### config.mk
export PLATFORM = sky130hd
export DESIGN_NAME = cr_burst_reader
export DESIGN_NICKNAME = d
export VERILOG_FILES = /design/src/rtl/cr_pkg.sv /design/src/rtl/cr_sync_fifo.sv /design/src/rtl/cr_burst_reader.sv
export SDC_FILE = /design/constraint.sdc
export NUM_CORES = 1
export LEC_CHECK = 0
export ABC_AREA = 1
export CORE_MARGIN = 5
export CORE_UTILIZATION = 40
export DETAILED_ROUTE_END_ITERATION = 6
export GPL_TIMING_DRIVEN = 0
export SLEW_MARGIN = 20
export SYNTH_ARGS = -nofsm -noshare
export SYNTH_HDL_FRONTEND = slang
export SYNTH_SLANG_ARGS = --single-unit
### constraint.sdc
create_clock -name clk -period 5.4 [get_ports clk]
set_clock_uncertainty 0.2 [all_clocks]
set_input_delay 1.08 -clock clk [delete_from_list [all_inputs] [get_ports clk]]
set_output_delay 1.08 -clock clk [all_outputs]
set_load 0.01 [all_outputs]
### src/rtl/cr_pkg.sv
// Shared types and helpers for the credit-gated burst reader.
package cr_pkg;

    typedef enum logic {CR_IDLE, CR_ISSUE} cr_state_t;

    // A zero length field encodes the maximum burst of 2**len_w beats.
    function automatic int unsigned cr_beats(input int unsigned len, input int unsigned len_w);
        return (len == 0) ? (32'd1 << len_w) : len;
    endfunction

endpackage

### src/rtl/cr_sync_fifo.sv
// First-word-fall-through synchronous FIFO; writes while full are dropped.
module cr_sync_fifo #(
    parameter int WIDTH = 17,
    parameter int DEPTH = 32
) (
    input  logic             clk,
    input  logic             reset_p,
    input  logic [WIDTH-1:0] din,
    input  logic             wr_en,
    input  logic             rd_en,
    output logic [WIDTH-1:0] dout,
    output logic             full,
    output logic             empty
);
    localparam int AW = $clog2(DEPTH);

    logic [WIDTH-1:0] mem [DEPTH];
    logic [AW:0]      wr_ptr, rd_ptr;
    logic             wr_ok, rd_ok;

    assign empty = (wr_ptr == rd_ptr);
    assign full  = (wr_ptr[AW] != rd_ptr[AW]) && (wr_ptr[AW-1:0] == rd_ptr[AW-1:0]);
    assign wr_ok = wr_en && !full;
    assign rd_ok = rd_en && !empty;
    assign dout  = mem[rd_ptr[AW-1:0]];

    always_ff @(posedge clk) begin
        if (reset_p) begin
            wr_ptr <= '0;
            rd_ptr <= '0;
        end else begin
            if (wr_ok) wr_ptr <= wr_ptr + 1'b1;
            if (rd_ok) rd_ptr <= rd_ptr + 1'b1;
        end
    end

    always_ff @(posedge clk) begin
        if (wr_ok) mem[wr_ptr[AW-1:0]] <= din;
    end

endmodule

### src/rtl/cr_burst_reader.sv
// Credit-gated burst read engine: issues consecutive RAM reads per request and
// streams the returned words out of a FIFO with tlast on each burst's final beat.
module cr_burst_reader
    import cr_pkg::*;
#(
    parameter int ADDR_W     = 8,
    parameter int DATA_W     = 16,
    parameter int LEN_W      = 4,
    parameter int FIFO_DEPTH = 32,
    parameter int RD_LATENCY = 2
) (
    input  logic                            clk,
    input  logic                            reset_p,
    input  logic [LEN_W+ADDR_W-1:0]         s_tdata,
    input  logic                            s_tvalid,
    output logic                            s_tready,
    output logic [ADDR_W-1:0]               mem_addr,
    output logic                            mem_read,
    input  logic [DATA_W-1:0]               mem_data,
    input  logic                            mem_valid,
    output logic [DATA_W-1:0]               m_tdata,
    output logic                            m_tvalid,
    input  logic                            m_tready,
    output logic                            m_tlast,
    output logic [$clog2(FIFO_DEPTH):0]     credit_cnt,
    output logic                            overflow,
    output logic                            rd_err
);
    localparam int CW = $clog2(FIFO_DEPTH) + 1;
    localparam int LW = $clog2(RD_LATENCY + 1);

    logic [LEN_W-1:0]  req_len;
    logic [ADDR_W-1:0] req_addr;
    logic [CW-1:0]     req_beats;
    logic              accept, pop;

    cr_state_t         state, state_d;
    logic [LEN_W:0]    remain, remain_d;
    logic [ADDR_W-1:0] mem_addr_d;
    logic              mem_read_d, cur_last;

    logic [RD_LATENCY:1] vld_pipe, last_pipe;
    logic [LW-1:0]       ign_cnt;
    logic                ram_ok, fifo_wr, fifo_full, fifo_empty;
    logic [DATA_W:0]     fifo_dout;

    assign {req_len, req_addr} = s_tdata;
    assign req_beats = CW'(cr_beats(32'(req_len), LEN_W));
    assign s_tready  = (state == CR_IDLE) && (credit_cnt >= req_beats) && !reset_p;
    assign accept    = s_tvalid && s_tready;
    assign pop       = m_tvalid && m_tready;
    // The beat going out right now closes the burst when nothing remains after it.
    assign cur_last  = (state == CR_ISSUE) && (remain == '0);

    always_comb begin
        state_d    = state;
        remain_d   = remain;
        mem_read_d = 1'b0;
        mem_addr_d = mem_addr;
        case (state)
            CR_IDLE: if (accept) begin
                state_d    = CR_ISSUE;
                mem_read_d = 1'b1;
                mem_addr_d = req_addr;
                remain_d   = (LEN_W+1)'(req_beats - CW'(1));
            end
            CR_ISSUE: if (remain == '0) begin
                state_d = CR_IDLE;
            end else begin
                mem_read_d = 1'b1;
                mem_addr_d = mem_addr + ADDR_W'(1);
                remain_d   = remain - 1'b1;
            end
            default: state_d = CR_IDLE;
        endcase
    end

    // Responses to reads issued before reset may still arrive; ignore them
    // until the (cleared) read pipeline has caught up.
    assign ram_ok  = (ign_cnt == '0);
    assign fifo_wr = mem_valid && ram_ok;

    always_ff @(posedge clk) begin
        if (reset_p) begin
            state      <= CR_IDLE;
            remain     <= '0;
            mem_read   <= 1'b0;
            mem_addr   <= '0;
            credit_cnt <= CW'(FIFO_DEPTH);
            vld_pipe   <= '0;
            last_pipe  <= '0;
            ign_cnt    <= LW'(RD_LATENCY);
            overflow   <= 1'b0;
            rd_err     <= 1'b0;
        end else begin
            state      <= state_d;
            remain     <= remain_d;
            mem_read   <= mem_read_d;
            mem_addr   <= mem_addr_d;
            credit_cnt <= credit_cnt - (accept ? req_beats : CW'(0)) + CW'(pop);
            vld_pipe[1]  <= mem_read;
            last_pipe[1] <= cur_last;
            for (int i = 2; i <= RD_LATENCY; i++) begin
                vld_pipe[i]  <= vld_pipe[i-1];
                last_pipe[i] <= last_pipe[i-1];
            end
            if (ign_cnt != '0) ign_cnt <= ign_cnt - 1'b1;
            if (fifo_wr && fifo_full) overflow <= 1'b1;
            if (ram_ok && (mem_valid != vld_pipe[RD_LATENCY])) rd_err <= 1'b1;
        end
    end

    cr_sync_fifo #(.WIDTH(DATA_W + 1), .DEPTH(FIFO_DEPTH)) u_fifo (
        .clk     (clk),
        .reset_p (reset_p),
        .din     ({last_pipe[RD_LATENCY], mem_data}),
        .wr_en   (fifo_wr),
        .rd_en   (pop),
        .dout    (fifo_dout),
        .full    (fifo_full),
        .empty   (fifo_empty)
    );

    assign m_tvalid = !fifo_empty;
    assign m_tdata  = fifo_dout[DATA_W-1:0];
    assign m_tlast  = !fifo_empty && fifo_dout[DATA_W];

    a_credit_bound: assert property (@(posedge clk) disable iff (reset_p)
        credit_cnt <= CW'(FIFO_DEPTH));

endmodule
==> implementation parameters, run 1 <==
Parameter                              Value

STA
  Period minus WS final ... approximately 5 ns
  Least-Margin Pin Slew ... approximately 0.92 ns
  Highest clock rate ... between 200 and 250 MHz
  Relative slew slack ... 0.382
  Setup repair after global routing missed its margin ... no
  Number of failing hold endpoints at the final stage ... 0
  Period utilization ... 0.911
  Endpoints failing setup ... 0
  Pins over their slew limit ... 0
  Setup total negative slack ... 0 ns
  Smallest setup slack after layout ... 0.479 ns

Critical path
  Slowest cell on the critical path ... sky130_fd_sc_hd__clkbuf_1
  Worst reg2reg startpoint ... credit_cnt[0]$_SDFF_PP0_
  Logic depth of the worst register-to-register path ... 21
  Arr. time, crit path ... 3.64 ns
  Most frequent CP cell ... sky130_fd_sc_hd__buf_2
  Largest stage delay on the critical path ... roughly 0.65 ns
  Crit Path Max Fanout ... 10
  Family of cells with the greatest summed delay on the critical path ... buffers and inverters
  Buffers and inverters on the worst path ... 4
  Register-to-register setup slack ... 2.10 ns
  Type of destination of the critical path ... output pin
  Critical path cell sequence ... buf_2 -> clkbuf_1 -> buf_2 -> nand3_1 -> a21oi_1 -> o21ai_0 -> nand2_1 -> clkdlybuf4s50_1
  Crit start category ... flop
  Required time reported for the critical path endpoint ... between 4 and 5 ns
  Destination of the worst register-to-register timing path ... credit_cnt[4]$_SDFF_PP0_
  Worst path depth ... 8
  Worst Path Class, Setup ... reg -> out

Floorplanning
  Number of top-level pins ... just under 70
  Die Y-Extent ... approximately 260 um
  Full die area ... roughly 67000 um2
  Placeable core region ... approximately 60000 um2
  Num rows ... just over 90
  Width of the chip ... 258 um
  Initial Utilization ... 0.402

Clock tree
  H-tree Lvls ... 2
  Resized Gates After CTS ... 0
  Clock root buffer master ... sky130_fd_sc_hd__clkbuf_16
  Count of hold-fix buffers inserted at cts ... 0
  Worst-skew pair later-pin latency ... between 0.6 and 0.7 ns
  Clock-pin transition on the worst setup and hold timing paths ... about 0.06 ns
  Buffer count from post-CTS setup fixing ... 0
  CTS sink count ... around 600
  Number of buffers between clock root and the deepest sink ... 3
  TritonCTS clock tree ... done
  Total CTS buffers ... 60

Layout
  Number of antenna repair diodes ... 0
  Footprint of the flip-flops and latches ... approximately 17000 um2
  Post-layout nets ... between 2000 and 3000
  Most frequent standard cell in the layout excluding fill and tap cells ... sky130_fd_sc_hd__nand2_1
  Proportion of layout cells with a drive suffix above 1 ... 0.126
  Most frequent cells in the layout ... sky130_fd_sc_hd__nand2_1, sky130_fd_sc_hd__edfxtp_1, sky130_fd_sc_hd__nand3_1, sky130_fd_sc_hd__buf_2, sky130_fd_sc_hd__buf_4
  Multi-input gate area in the final layout ... roughly 6700 um2
  Filler instances ... 5477
  Synth-to-layout area growth ... 18.4%

Synthesis
  Library cells used by synthesis ... 35
  Synth top area share ... 0.663
  Largest cells by area after synthesis ... sky130_fd_sc_hd__edfxtp_1, sky130_fd_sc_hd__nand2_1, sky130_fd_sc_hd__nand3_1
  Part of the Yosys area used for sequential elements ... 0.699
  Mean post-synth cell area ... 11.1 um2
  Nets in the synthesized netlist ... 2286
  Post-synth top area cell ... sky130_fd_sc_hd__edfxtp_1
  Number of warnings reported in the yosys synthesis log ... 0
  Area share of fa/ha/maj cells after synthesis ... 0.0125
  Post-synthesis share of cell area spent on xor and xnor gates ... 0.00492
  Fraction of the mapped netlist area in simple logic gates ... 0.227
  Combinational family with the most area after synthesis ... simple AND/OR/NAND/NOR gates
  Number of synthesized register bits ... between 500 and 600
  Mux contribution to synthesized area ... 0
  Post-Synthesis Cell Area ... ~25000 um2
  Post-Synthesis Cells ... 2229
  Complex-gate fraction of the synthesized area ... 0.0199

Routing
  Drt via density ... roughly 5.4
  Total number of vias ... about 18000
  DRT iter0 DRCs ... around 2100
  First-pass DRT Iterations ... 5
  Number of nets still failing antenna checks after routing ... 0
  Average routed wire per standard cell ... roughly 23 um
  Total detailed-routing wirelength ... approximately 77 mm
  DR DRC count ... 0

Run status
  Result of the run ... completed

Power
  Leakage power figure ... 10.8 nW
  Sequential power share ... 0.408
  Switching power of the nets ... ~4.2 mW
  Sw Ratio ... 0.332
  Power per cell area ... approximately 430 nW/um2
  VDD IR-drop max ... around 0.30 mV
  Gate power share ... 0.272
  Internal cell power ... 8.41 mW
  Part of the total power dissipated in the clock network ... 0.319
  Overall power after layout ... between 10 and 15 mW

GRT
  Number of antenna violations at the first check in global routing ... 0
  Wire length of the first global-routing pass ... 112 mm
  Maximum number of pins on one net before global-route repair ... 33
  Congestion Overflow GR ... 0
  Number of global-route vias before repair ... roughly 17000
  Total global-route track usage ... 0.226

Run
  Maximum capacitance violations ... 0

Worst hold path
  Class of the tightest hold or removal check ... reg -> reg
  Hold Crit Start ... last_pipe[1]$_SDFF_PP0_
  Worst hold stages ... 2
  Hold Path Sink ... last_pipe[2]$_SDFF_PP0_

Placed design
  Routability cong. ... slightly below 1
  Sum of net half-perimeters after detailed placement ... 54.2 mm
  Worst setup slack before clock tree synthesis ... between 0.7 and 0.8 ns
  Total of buffers placed on input and output ports ... 68
==> sequential cells by signal, summed over array words and instances, names as in the netlist, named ones only <==
| register | count |
|---|---|
| u_fifo.mem | 544 |
| mem_addr | 8 |
| credit_cnt | 6 |
| u_fifo.rd_ptr | 6 |
| u_fifo.wr_ptr | 6 |
| remain | 5 |
| ign_cnt | 2 |
| last_pipe | 2 |
| vld_pipe | 2 |
| overflow | 1 |
| rd_err | 1 |
| state | 1 |
==> worst max path at each step <==
stage | from | slack, ns | endpoint
after floorplan | s_tdata[9] | 1.54 | credit_cnt[4]$_SDFF_PP0_
after global placement | mem_valid | -0.75 | u_fifo.mem[16][8]$_DFFE_PP_
after CTS | flop | 0.52 | m_tdata[9]
after detailed placement | s_tdata[8] | 0.71 | credit_cnt[4]$_SDFF_PP0_
final | flop | 0.48 | m_tdata[10]
after global routing | flop | 0.45 | m_tlast
==> power groups by stage <==
stage	Clock, mW	Sequential [mW]	Combinational [mW]
global placement	0	5.24	3.30
CTS	4.07	5.14	3.40
detailed placement	0	5.24	3.39
finish	4.02	5.14	3.43
floorplan	0	5.23	1.96
global route	4.27	5.15	3.73
==> routing by layer <==
layer,part of all wire,up-vias,track usage,wire [um]
met5,0,-,0,0
met4,0.036,0,0.0753,2760
met3,0.099,151,0.0447,7610
met2,0.47,941,0.370,35700
met1,0.40,8585,0.306,30700
li1,-,8179,-,-
==> per-stage QoR <==
stage	utilization	std cells	hold WS, ns	area (um2)
after floorplan	-	2229	0.188	24600
after global placement	0.429	3087	0.192	26300
after detailed placement	0.445	3173	0.200	27300
after CTS	0.475	3282	0.211	29200
after global routing	0.476	3282	0.219	29200
final	0.476	3282	0.203	29200
==> worst reg2reg max path, cell delays in order (launching register included) <==
cell	delay [ns]
sky130_fd_sc_hd__dfxtp_1	0.36
sky130_fd_sc_hd__inv_1	0.06
sky130_fd_sc_hd__ha_1	0.28
sky130_fd_sc_hd__inv_1	0.05
sky130_fd_sc_hd__nand2_1	0.04
sky130_fd_sc_hd__nand2_1	0.05
sky130_fd_sc_hd__nand2_1	0.05
sky130_fd_sc_hd__nand2_1	0.05
sky130_fd_sc_hd__nand2_1	0.08
sky130_fd_sc_hd__nand3_2	0.12
sky130_fd_sc_hd__buf_2	0.25
sky130_fd_sc_hd__nor2_1	0.08
sky130_fd_sc_hd__ha_1	0.27
sky130_fd_sc_hd__inv_1	0.04
sky130_fd_sc_hd__ha_1	0.20
sky130_fd_sc_hd__fa_1	0.44
sky130_fd_sc_hd__nand2_1	0.07
sky130_fd_sc_hd__inv_1	0.05
sky130_fd_sc_hd__o21ai_0	0.15
sky130_fd_sc_hd__nand2_1	0.08
sky130_fd_sc_hd__o21ai_0	0.15
sky130_fd_sc_hd__a21oi_1	0.05
==> area by class of cell <==
type	count	share of cell area
Buffer	132	0.0220
Clock buffer	70	0.0527
Clock inverter	39	0.0121
Inverter	70	0.00909
Multi-Input combinational cell	1438	0.228
Sequential cell	589	0.591
Tap cell	790	0.0339
Timing Repair Buffer	154	0.0512
==> synthesized netlist by cell type <==
library cell / n
sky130_fd_sc_hd__a21oi_1: 52
sky130_fd_sc_hd__buf_1: 11
sky130_fd_sc_hd__buf_2: 72
sky130_fd_sc_hd__buf_4: 9
sky130_fd_sc_hd__buf_6: 3
sky130_fd_sc_hd__clkbuf_1: 37
sky130_fd_sc_hd__clkinv_1: 5
sky130_fd_sc_hd__dfxtp_1: 45
sky130_fd_sc_hd__edfxtp_1: 544
sky130_fd_sc_hd__fa_1: 1
sky130_fd_sc_hd__ha_1: 23
sky130_fd_sc_hd__inv_1: 60
sky130_fd_sc_hd__inv_2: 4
sky130_fd_sc_hd__inv_4: 1
sky130_fd_sc_hd__nand2_1: 749
sky130_fd_sc_hd__nand2_2: 3
sky130_fd_sc_hd__nand3_1: 440
sky130_fd_sc_hd__nand3_2: 1
sky130_fd_sc_hd__nand3b_1: 4
sky130_fd_sc_hd__nand4_1: 3
sky130_fd_sc_hd__nand4_4: 2
sky130_fd_sc_hd__nor2_1: 65
sky130_fd_sc_hd__nor2_4: 2
sky130_fd_sc_hd__nor3_1: 34
sky130_fd_sc_hd__o211ai_1: 1
sky130_fd_sc_hd__o21a_1: 1
sky130_fd_sc_hd__o21ai_0: 30
sky130_fd_sc_hd__o21ai_1: 10
sky130_fd_sc_hd__o21bai_1: 1
sky130_fd_sc_hd__o31ai_1: 1
sky130_fd_sc_hd__or2_0: 1
sky130_fd_sc_hd__or2_2: 1
sky130_fd_sc_hd__xnor2_1: 4
sky130_fd_sc_hd__xnor2_2: 1
sky130_fd_sc_hd__xor2_1: 8
==> cells by family after synthesis <==
kind of cell,Yosys count
compound gates,96
xor+xnor,13
fa+ha+maj,24
buf+inv,202
flops,589
simple gates,1305
Power figures use the tool's default switching activity.
==> run 2: changes to the inputs <==
--- a/config.mk
+++ b/config.mk
@@ -6,10 +6,8 @@
 export NUM_CORES = 1
 export LEC_CHECK = 0
 export ABC_AREA = 1
-export CORE_MARGIN = 5
 export CORE_UTILIZATION = 40
 export DETAILED_ROUTE_END_ITERATION = 6
-export GPL_TIMING_DRIVEN = 0
 export SLEW_MARGIN = 20
 export SYNTH_ARGS = -nofsm -noshare
 export SYNTH_HDL_FRONTEND = slang
==> implementation parameters, run 2 (synthesized netlist as in run 1, its figures left out) <==
Parameter                              Value

Run status
  Result of the run ... completed

Placed design
  Cell area reported after detailed placement ... 26400 um2 (-3.2%)
  Total of buffers placed on input and output ports ... 68 (unchanged)
  Number of placed instances with taps included ... 3013 (-5.0%)
  Routability cong. ... 0.869 (-9.7%)
  Sum of net half-perimeters after detailed placement ... 34.4 mm (-36%)

Layout
  Filler instances ... 5465 (-0.22%)
  Max reg flops ... 544 (unchanged)
  Most frequent standard cell in the layout excluding fill and tap cells ... sky130_fd_sc_hd__nand2_1
  Synth-to-layout area growth ... 14.6%
  Proportion of layout cells with a drive suffix above 1 ... 0.0856 (-0.0408)
  Post-layout nets ... 2348 (-6.2%)
  Final cell count without fillers ... 3118 (-5.0%)
  Number of antenna repair diodes ... 0 (unchanged)
  Post-route cell area ... 28200 um2 (-3.2%)
  Most frequent cells in the layout ... sky130_fd_sc_hd__nand2_1, sky130_fd_sc_hd__edfxtp_1, sky130_fd_sc_hd__nand3_1, sky130_fd_sc_hd__clkdlybuf4s50_1, sky130_fd_sc_hd__nor2_1

Critical path
  Register-to-register setup slack ... 2.16 ns (+0.06 ns)
  Type of destination of the critical path ... output pin
  Family of cells with the greatest summed delay on the critical path ... buffers and inverters
  Crit Path Max Fanout ... 96 (+86)
  Most frequent CP cell ... sky130_fd_sc_hd__nand3_1
  Crit start category ... flop
  Slowest cell on the critical path ... sky130_fd_sc_hd__dfxtp_4
  Largest stage delay on the critical path ... 0.68 ns (+0.03 ns)
  Critical path cell sequence ... inv_8 -> buf_4 -> nand2_1 -> nand3_1 -> nand3_1 -> nand3_1 -> nand3_1 -> nand2_1 -> nor2_1 -> clkdlybuf4s50_1
  Required time reported for the critical path endpoint ... 4.12 ns (about the same)
  Arr. time, crit path ... 3.67 ns (+0.03 ns)
  Buffers and inverters on the worst path ... 3 (-1)
  Worst Path Class, Setup ... reg -> out

Routing
  First-pass DRT Iterations ... 5 (unchanged)
  DRT iter0 DRCs ... 1583 (-26%)
  DR DRC count ... 0 (unchanged)
  Total detailed-routing wirelength ... 62.9 mm (-18%)
  Average routed wire per standard cell ... 20.2 um (-14%)
  Number of nets still failing antenna checks after routing ... 0 (unchanged)
  Drt via density ... 5.28 (-2.9%)
  Total number of vias ... 16500 (-7.8%)

Power
  Power per cell area ... 424 nW/um2 (-1.7%)
  VDD IR-drop max ... 0.284 mV (-4.9%)
  Leakage power figure ... 10.2 nW (-5.6%)
  Overall power after layout ... 12.0 mW (-4.8%)

Clock tree
  H-tree Lvls ... 2 (unchanged)
  Clock root buffer master ... sky130_fd_sc_hd__clkbuf_16
  Clock-pin transition on the worst setup and hold timing paths ... 0.06 ns (about the same)
  Worst-skew pair later-pin latency ... 0.61 ns (about the same)
  Count of hold-fix buffers inserted at cts ... 0 (unchanged)
  CTS sink count ... 589 (unchanged)
  TritonCTS clock tree ... done
  Buffer count from post-CTS setup fixing ... 0 (unchanged)
  Resized Gates After CTS ... 0 (unchanged)
  Number of buffers between clock root and the deepest sink ... 3 (unchanged)
  Total CTS buffers ... 58 (-3.3%)

GRT
  Total global-route track usage ... 0.200 (-0.0260)
  Wire length of the first global-routing pass ... 95.2 mm (-15%)
  Maximum number of pins on one net before global-route repair ... 133 (+300%)
  Congestion Overflow GR ... 0 (unchanged)
  Number of antenna violations at the first check in global routing ... 1 (+1)
  Number of global-route vias before repair ... 16000 (-6.8%)

STA
  Highest clock rate ... 202 MHz (-0.62%)
  Hold Worst Slack ... 0.203 ns (-0.000497 ns)
  Relative slew slack ... 0.334 (-0.0485)
  Endpoints failing setup ... 0 (unchanged)
  Period utilization ... 0.917 (+0.00572)
  Number of failing hold endpoints at the final stage ... 0 (unchanged)
  Period minus WS final ... 4.95 ns (+0.0309 ns)
  Setup total negative slack ... 0 ns (unchanged)
  Setup repair after global routing missed its margin ... no
  Least-Margin Pin Slew ... 0.999 ns (+0.0778 ns)
  Pins over their slew limit ... 0 (unchanged)

Floorplanning
  Placeable core region ... 60600 um2 (-1.3%)
  Width of the chip ... 250 um (-3.1%)
  Number of top-level pins ... 69 (unchanged)
  Full die area ... 62600 um2 (-6.1%)
  Die Y-Extent ... 250 um (-3.1%)
  Num rows ... 90 (-1.1%)
  Initial Utilization ... 0.407 (+0.00522)

Run
  Maximum capacitance violations ... 0 (unchanged)

Worst hold path
  Class of the tightest hold or removal check ... reg -> reg
## run 2: final timing paths
kind,start,to,depth (start not counted)
min reg2reg,vld_pipe[1]$_SDFF_PP0_,vld_pipe[2]$_SDFF_PP0_,2
max,flop,m_tlast,10
min,vld_pipe[1]$_SDFF_PP0_,vld_pipe[2]$_SDFF_PP0_,2
max reg2reg,credit_cnt[0]$_SDFF_PP0_,credit_cnt[4]$_SDFF_PP0_,20
## run 2: cell type report
class	instances	area, um2	area share
clock inverter	36	338	0.0120
tap	782	978	0.0346
clock buffer	69	1490	0.0529
multi-input combinational	1438	6660	0.236
inverter	70	273	0.00966
timing repair buffer	134	1250	0.0443
sequential	589	17200	0.611
## run 2: per-layer routing
metal	track usage	routed length [um]	up-vias
met2	0.339	30700	554
met3	0.0360	4590	93
met1	0.262	26100	7970
met5	0	7	-
met4	0.0592	1470	2
li1	-	-	7851
## run 2: worst register-to-register path: cells and delay by family (launching register included)
family / cells / cell delay [ns]
compound gates: 3 / 0.39
fa+ha+maj: 4 / 1.23
buf+inv: 4 / 0.21
flops: 1 / 0.36
simple gates: 9 / 0.75
## run 2: power by group
part           switching, mW  internal (mW)  leakage, nW  total, mW
combinational           1.92          0.976         4.03       2.90
clock                   1.72           2.17        0.884       3.89
sequential             0.117           5.07         5.27       5.19
## run 2: metrics by stage
step,util,worst slack (ns)
floorplan,-,1.54
global placement,0.436,0.838
detailed placement,0.436,0.758
CTS,0.466,0.451
global route,0.466,0.248
finish,0.466,0.448
